<file path="src/rtl/tag_filter_pkg.sv">
// Shared types for the tag filter: per-bit edge event classification.
package tag_filter_pkg;

  // Outcome of one filter decision on a single line.
  typedef enum logic [1:0] {
    EV_NONE = 2'd0,
    EV_RISE = 2'd1,
    EV_FALL = 2'd2
  } edge_ev_e;

  // Direction of an accepted change, given the level being adopted.
  function automatic edge_ev_e classify_edge(input logic new_level);
    return new_level ? EV_RISE : EV_FALL;
  endfunction

endpackage : tag_filter_pkg

</file>
<file path="src/rtl/tag_filter_bit.sv">
// One line of the tag filter: two-flop synchronizer followed by an
// N-sample stability qualifier producing a clean level and edge pulses.
module tag_filter_bit
  import tag_filter_pkg::*;
#(
  parameter int N = 3
) (
  input  logic i_clk,
  input  logic i_reset_n,
  input  logic i_in,
  output logic o_level,
  output logic o_rise,
  output logic o_fall
);

  localparam int unsigned CW = $clog2(N + 1);

  // A zero-length stability window is meaningless; refuse to elaborate.
  if (N < 1) begin : g_n_check
    $error("tag_filter_bit: N must be >= 1");
  end

  logic          s1_q;
  logic          s2_q;
  logic [CW-1:0] cnt_q;
  logic [CW-1:0] cnt_d;
  logic          level_q;
  logic          level_d;
  logic          rise_q;
  logic          fall_q;
  edge_ev_e      ev_d;

  // Stability qualifier: count consecutive mismatching samples, accept on the Nth.
  always_comb begin
    cnt_d   = '0;
    level_d = level_q;
    ev_d    = EV_NONE;
    if (s2_q != level_q) begin
      if (cnt_q == CW'(N - 1)) begin
        level_d = s2_q;
        ev_d    = classify_edge(s2_q);
      end else begin
        cnt_d = cnt_q + CW'(1);
      end
    end
  end

  // Synchronizer, counter, level and pulse registers; reset discards any count.
  always_ff @(posedge i_clk or negedge i_reset_n) begin
    if (!i_reset_n) begin
      s1_q    <= 1'b0;
      s2_q    <= 1'b0;
      cnt_q   <= '0;
      level_q <= 1'b0;
      rise_q  <= 1'b0;
      fall_q  <= 1'b0;
    end else begin
      s1_q    <= i_in;
      s2_q    <= s1_q;
      cnt_q   <= cnt_d;
      level_q <= level_d;
      rise_q  <= (ev_d == EV_RISE);
      fall_q  <= (ev_d == EV_FALL);
    end
  end

  assign o_level = level_q;
  assign o_rise  = rise_q;
  assign o_fall  = fall_q;

endmodule : tag_filter_bit

</file>
<file path="src/rtl/tag_filter.sv">
// W independent filtered tag lines with per-bit edge pulses and a global
// change flag; outputs group cleanly by width W for downstream delay lines.
module tag_filter #(
  parameter int unsigned W = 1,
  parameter int          N = 3
) (
  input  logic         i_clk,
  input  logic         i_reset_n,
  input  logic [W-1:0] i_in,
  output logic [W-1:0] o_level,
  output logic [W-1:0] o_rise,
  output logic [W-1:0] o_fall,
  output logic         o_change
);

  // One identical filter per line; lines never interact.
  for (genvar g = 0; g < W; g++) begin : g_bit
    tag_filter_bit #(
      .N(N)
    ) u_bit (
      .i_clk     (i_clk),
      .i_reset_n (i_reset_n),
      .i_in      (i_in[g]),
      .o_level   (o_level[g]),
      .o_rise    (o_rise[g]),
      .o_fall    (o_fall[g])
    );
  end

  // Any accepted edge on any line, straight from the registered pulses.
  assign o_change = |{o_rise, o_fall};

endmodule : tag_filter

</file>
<file path="config.mk">
export PLATFORM = sky130hd
export DESIGN_NAME = tag_filter
export DESIGN_NICKNAME = d
export VERILOG_FILES = /design/src/rtl/tag_filter_pkg.sv /design/src/rtl/tag_filter_bit.sv /design/src/rtl/tag_filter.sv
export SDC_FILE = /design/constraint.sdc
export NUM_CORES = 1
export LEC_CHECK = 0
export BUFFER_PORTS_ARGS = -buffer_cell sky130_fd_sc_hd__buf_4
export CORE_AREA = 2 2 39 41
export DETAILED_ROUTE_END_ITERATION = 8
export DIE_AREA = 0 0 41 43
export PLACE_DENSITY = 0.41
export SLEW_MARGIN = 15
export SYNTH_ARGS = -nofsm -noshare
export SYNTH_HDL_FRONTEND = slang
export SYNTH_SLANG_ARGS = --single-unit
</file>
<file path="constraint.sdc">
create_clock -name i_clk -period 1.2 [get_ports i_clk]
set_clock_uncertainty 0.2 [all_clocks]
set_input_delay 0.06 -clock i_clk [delete_from_list [all_inputs] [get_ports i_clk]]
set_output_delay 0.06 -clock i_clk [all_outputs]
set_load 0.005 [all_outputs]
</file>
==> out/metrics.cfg <==
[outcome]
status = finished, violations left
violations = negative setup slack

[sta]
max_freq_mhz = 812
whs_ns = 0.146
hold_viol = 0
rsz0062_at_grt = yes
report.final.slew_viol_count = 0
fin_ws_ns = -0.0320
timing.slew.headroom = 0.872
fin_crit_ns = 1.23
tightest_slew_ns = 0.190
finalCritPeriodShare = 1.03
setup_viol = 1

[grt]
grt_pass1_vias = 148
overflow = 0
grt_max_degree = 8
grt_antenna_before_repair = 0
grt_first_pass_wirelength_um = 593
grt_usage = 0.0588

[finish]
multi_input_area_um2 = 73.8
fin_cells = 45
fin_nets = 33
fin_area_um2 = 382
diodes = 0
fillers = 145
area_delta_synth_final_pct = 54.8
seq_area_um2 = 175
drive_gt1_frac = 0.448

[synthesis]
yosys_warnings = 0
ys_seq_area_frac = 0.711
avgSynthCellArea_um2 = 16.4
synth_area_um2 = 246
synthMostInstantiatedCell = dfrtp_1
synth_edf_count = 0
synthFlopType = dfrtp_1
synth_cells = 15
synth-async-reset-ratio = 1.00
synth-seq-cells = 7
yosysUniqueCellTypes = 7
yosys.area.top_type = dfrtp_1
synth.area.top_cells = dfrtp_1 (71%), nor3b_1 (9.1%), mux2_4 (6.1%), nand2b_4 (5.6%), xnor2_1 (3.6%)
syn_nets = 18
ys_top_cells_by_count = dfrtp_1 (7), nor3b_1 (3)
synth_top_cell_area_share = 0.711

[placed_design]
pre_cts_slack_ns = 0.0692
portBuffers = 6
placed_area_um2 = 312
gp_congestion = 0.599
dp.cells = 37

[drt]
wire_per_inst_um = 8.56
via_per_inst = 3.47
drt_iter0_drc = 1
wirelength_um = 385
dr.pass1.iters = 2
drtAntennaViolNets = 0
routed-via-count = 156
drc_errors = 0

[clock_tree]
clk_latency_ns = 0.24
cts_max_level = 1
clockRootBuffer = clkbuf_4
cts_buffers = 3
cts_tree = yes
clockBufferDepth = 2
path_clk_slew_ns = 0.05
clkSinkCount = 7

[setup_path]
worstSetupStartpointType = register
cp.arrival_ns = 0.97
path_max_fanout = 2
slowest_delay_ns = 0.37
worstSetupPathType = register to output pin
cp_cell_sequence = or2_4 -> buf_6
cp_slowest_cell = dfrtp_1
cp-end-kind = output pin
path_delay_family = flip-flops
crit_required_ns = 0.94
worst-path-buf-inv = 1

[floorplan]
ios = 7
core_um2 = 1380
die_height_um = 43
start_util = 0.178
row_count = 14
dieArea_um2 = 1760
dieWidth_um = 41

[pwr]
p_per_area_nw_per_um2 = 1990
clkPwrFrac = 0.271
seqPwrFrac = 0.457
comb_power_share = 0.272
p_switching_uw = 193
power_uw = 760
peakVddDrop_mv = 0.718
intPower_uw = 567
sw_frac_of_total = 0.254
p_leak_uw = 0.000180

[min_path]
hold_class = register to register

[job]
max_cap_viol_count = 0

## final timing paths
| path | from | endpoint | slack, ns | cells after the start |
|---|---|---|---|---|
| min in group asynchronous | i_reset_n | g_bit[0].u_bit.o_level | 0.50 | 3 |
| setup / recovery | g_bit[0].u_bit.o_fall | o_change | -0.03 | 2 |
| max in group asynchronous | i_reset_n | g_bit[0].u_bit.cnt_q[1] | 0.18 | 3 |
| hold reg to reg | g_bit[0].u_bit.s1_q | g_bit[0].u_bit.s2_q | 0.15 | 0 |
| hold / removal | g_bit[0].u_bit.s1_q | g_bit[0].u_bit.s2_q | 0.15 | 0 |
| setup reg to reg | g_bit[0].u_bit.cnt_q[0] | g_bit[0].u_bit.o_level | 0.07 | 2 |
## repair_timing
action | CTS | global route
setup endpoints to repair | 1 | 1
endpoints found under the hold margin | 8 | 0
pin swaps | 1 | 0
gates resized for setup | 2 | 0
setup buffers | 1 | 0
hold buffers | 3 | 0
## cell usage in the layout, fill, tap and decap left out
master,synthesis,routed
buf_6,0,1
or2_4,0,1
nand2b_4,1,1
clkbuf_1,0,1
dlygate4sd3_1,0,3
clkbuf_4,0,3
dfrtp_1,7,7
buf_4,0,6
nor3b_1,3,3
mux2_4,1,1
nor3_1,1,1
xnor2_1,1,1
## layer usage
layer,GRT usage,part of all wire,wire [um],up-vias
li1,-,-,-,78
met1,0.0598,0.44,171,71
met2,0.0688,0.45,173,7
met3,0.0785,0.10,40,0
met4,0.0200,0,0,0
met5,0,0,0,-
## cell families after synthesis
group,count (synthesis),synth area share
mux,1,0.0609
xor+xnor,1,0.0355
flops,7,0.711
simple gates,6,0.193
## sequential cells by signal, indices dropped and copies added, names as in the netlist
register and cells:
g_bit.u_bit.o_rise 1, g_bit.u_bit.s1_q 1, g_bit.u_bit.cnt_q 2, g_bit.u_bit.o_level 1, g_bit.u_bit.o_fall 1, g_bit.u_bit.s2_q 1
## power groups by stage
stage | logic (uW) | clock network, uW | registers (uW)
4_1_cts | 210 | 224 | 349
3_5_place_dp | 186 | 0 | 353
3_3_place_gp | 185 | 0 | 347
5_1_grt | 228 | 242 | 358
2_1_floorplan | 117 | 0 | 346
6_report | 207 | 206 | 348
## layout make-up
type	instances	area share
multi-input combinational	8	0.193
sequential	7	0.459
timing repair buffer	10	0.226
clock buffer	4	0.0689
tap	16	0.0525
## metrics by stage
stage	utilization	TNS, ns
CTS	0.276	-0.0495
floorplan	-	0
finish	0.276	-0.0320
global placement	0.225	0
detailed placement	0.225	0
global route	0.276	-0.0773
## worst reg2reg max path, delay by kind of cell (launching register included)
family | cells | cell delay (ns)
DFF | 1 | 0.38
muxes | 1 | 0.29
and+or+nand+nor | 1 | 0.15
Power figures use the tool's default switching activity.
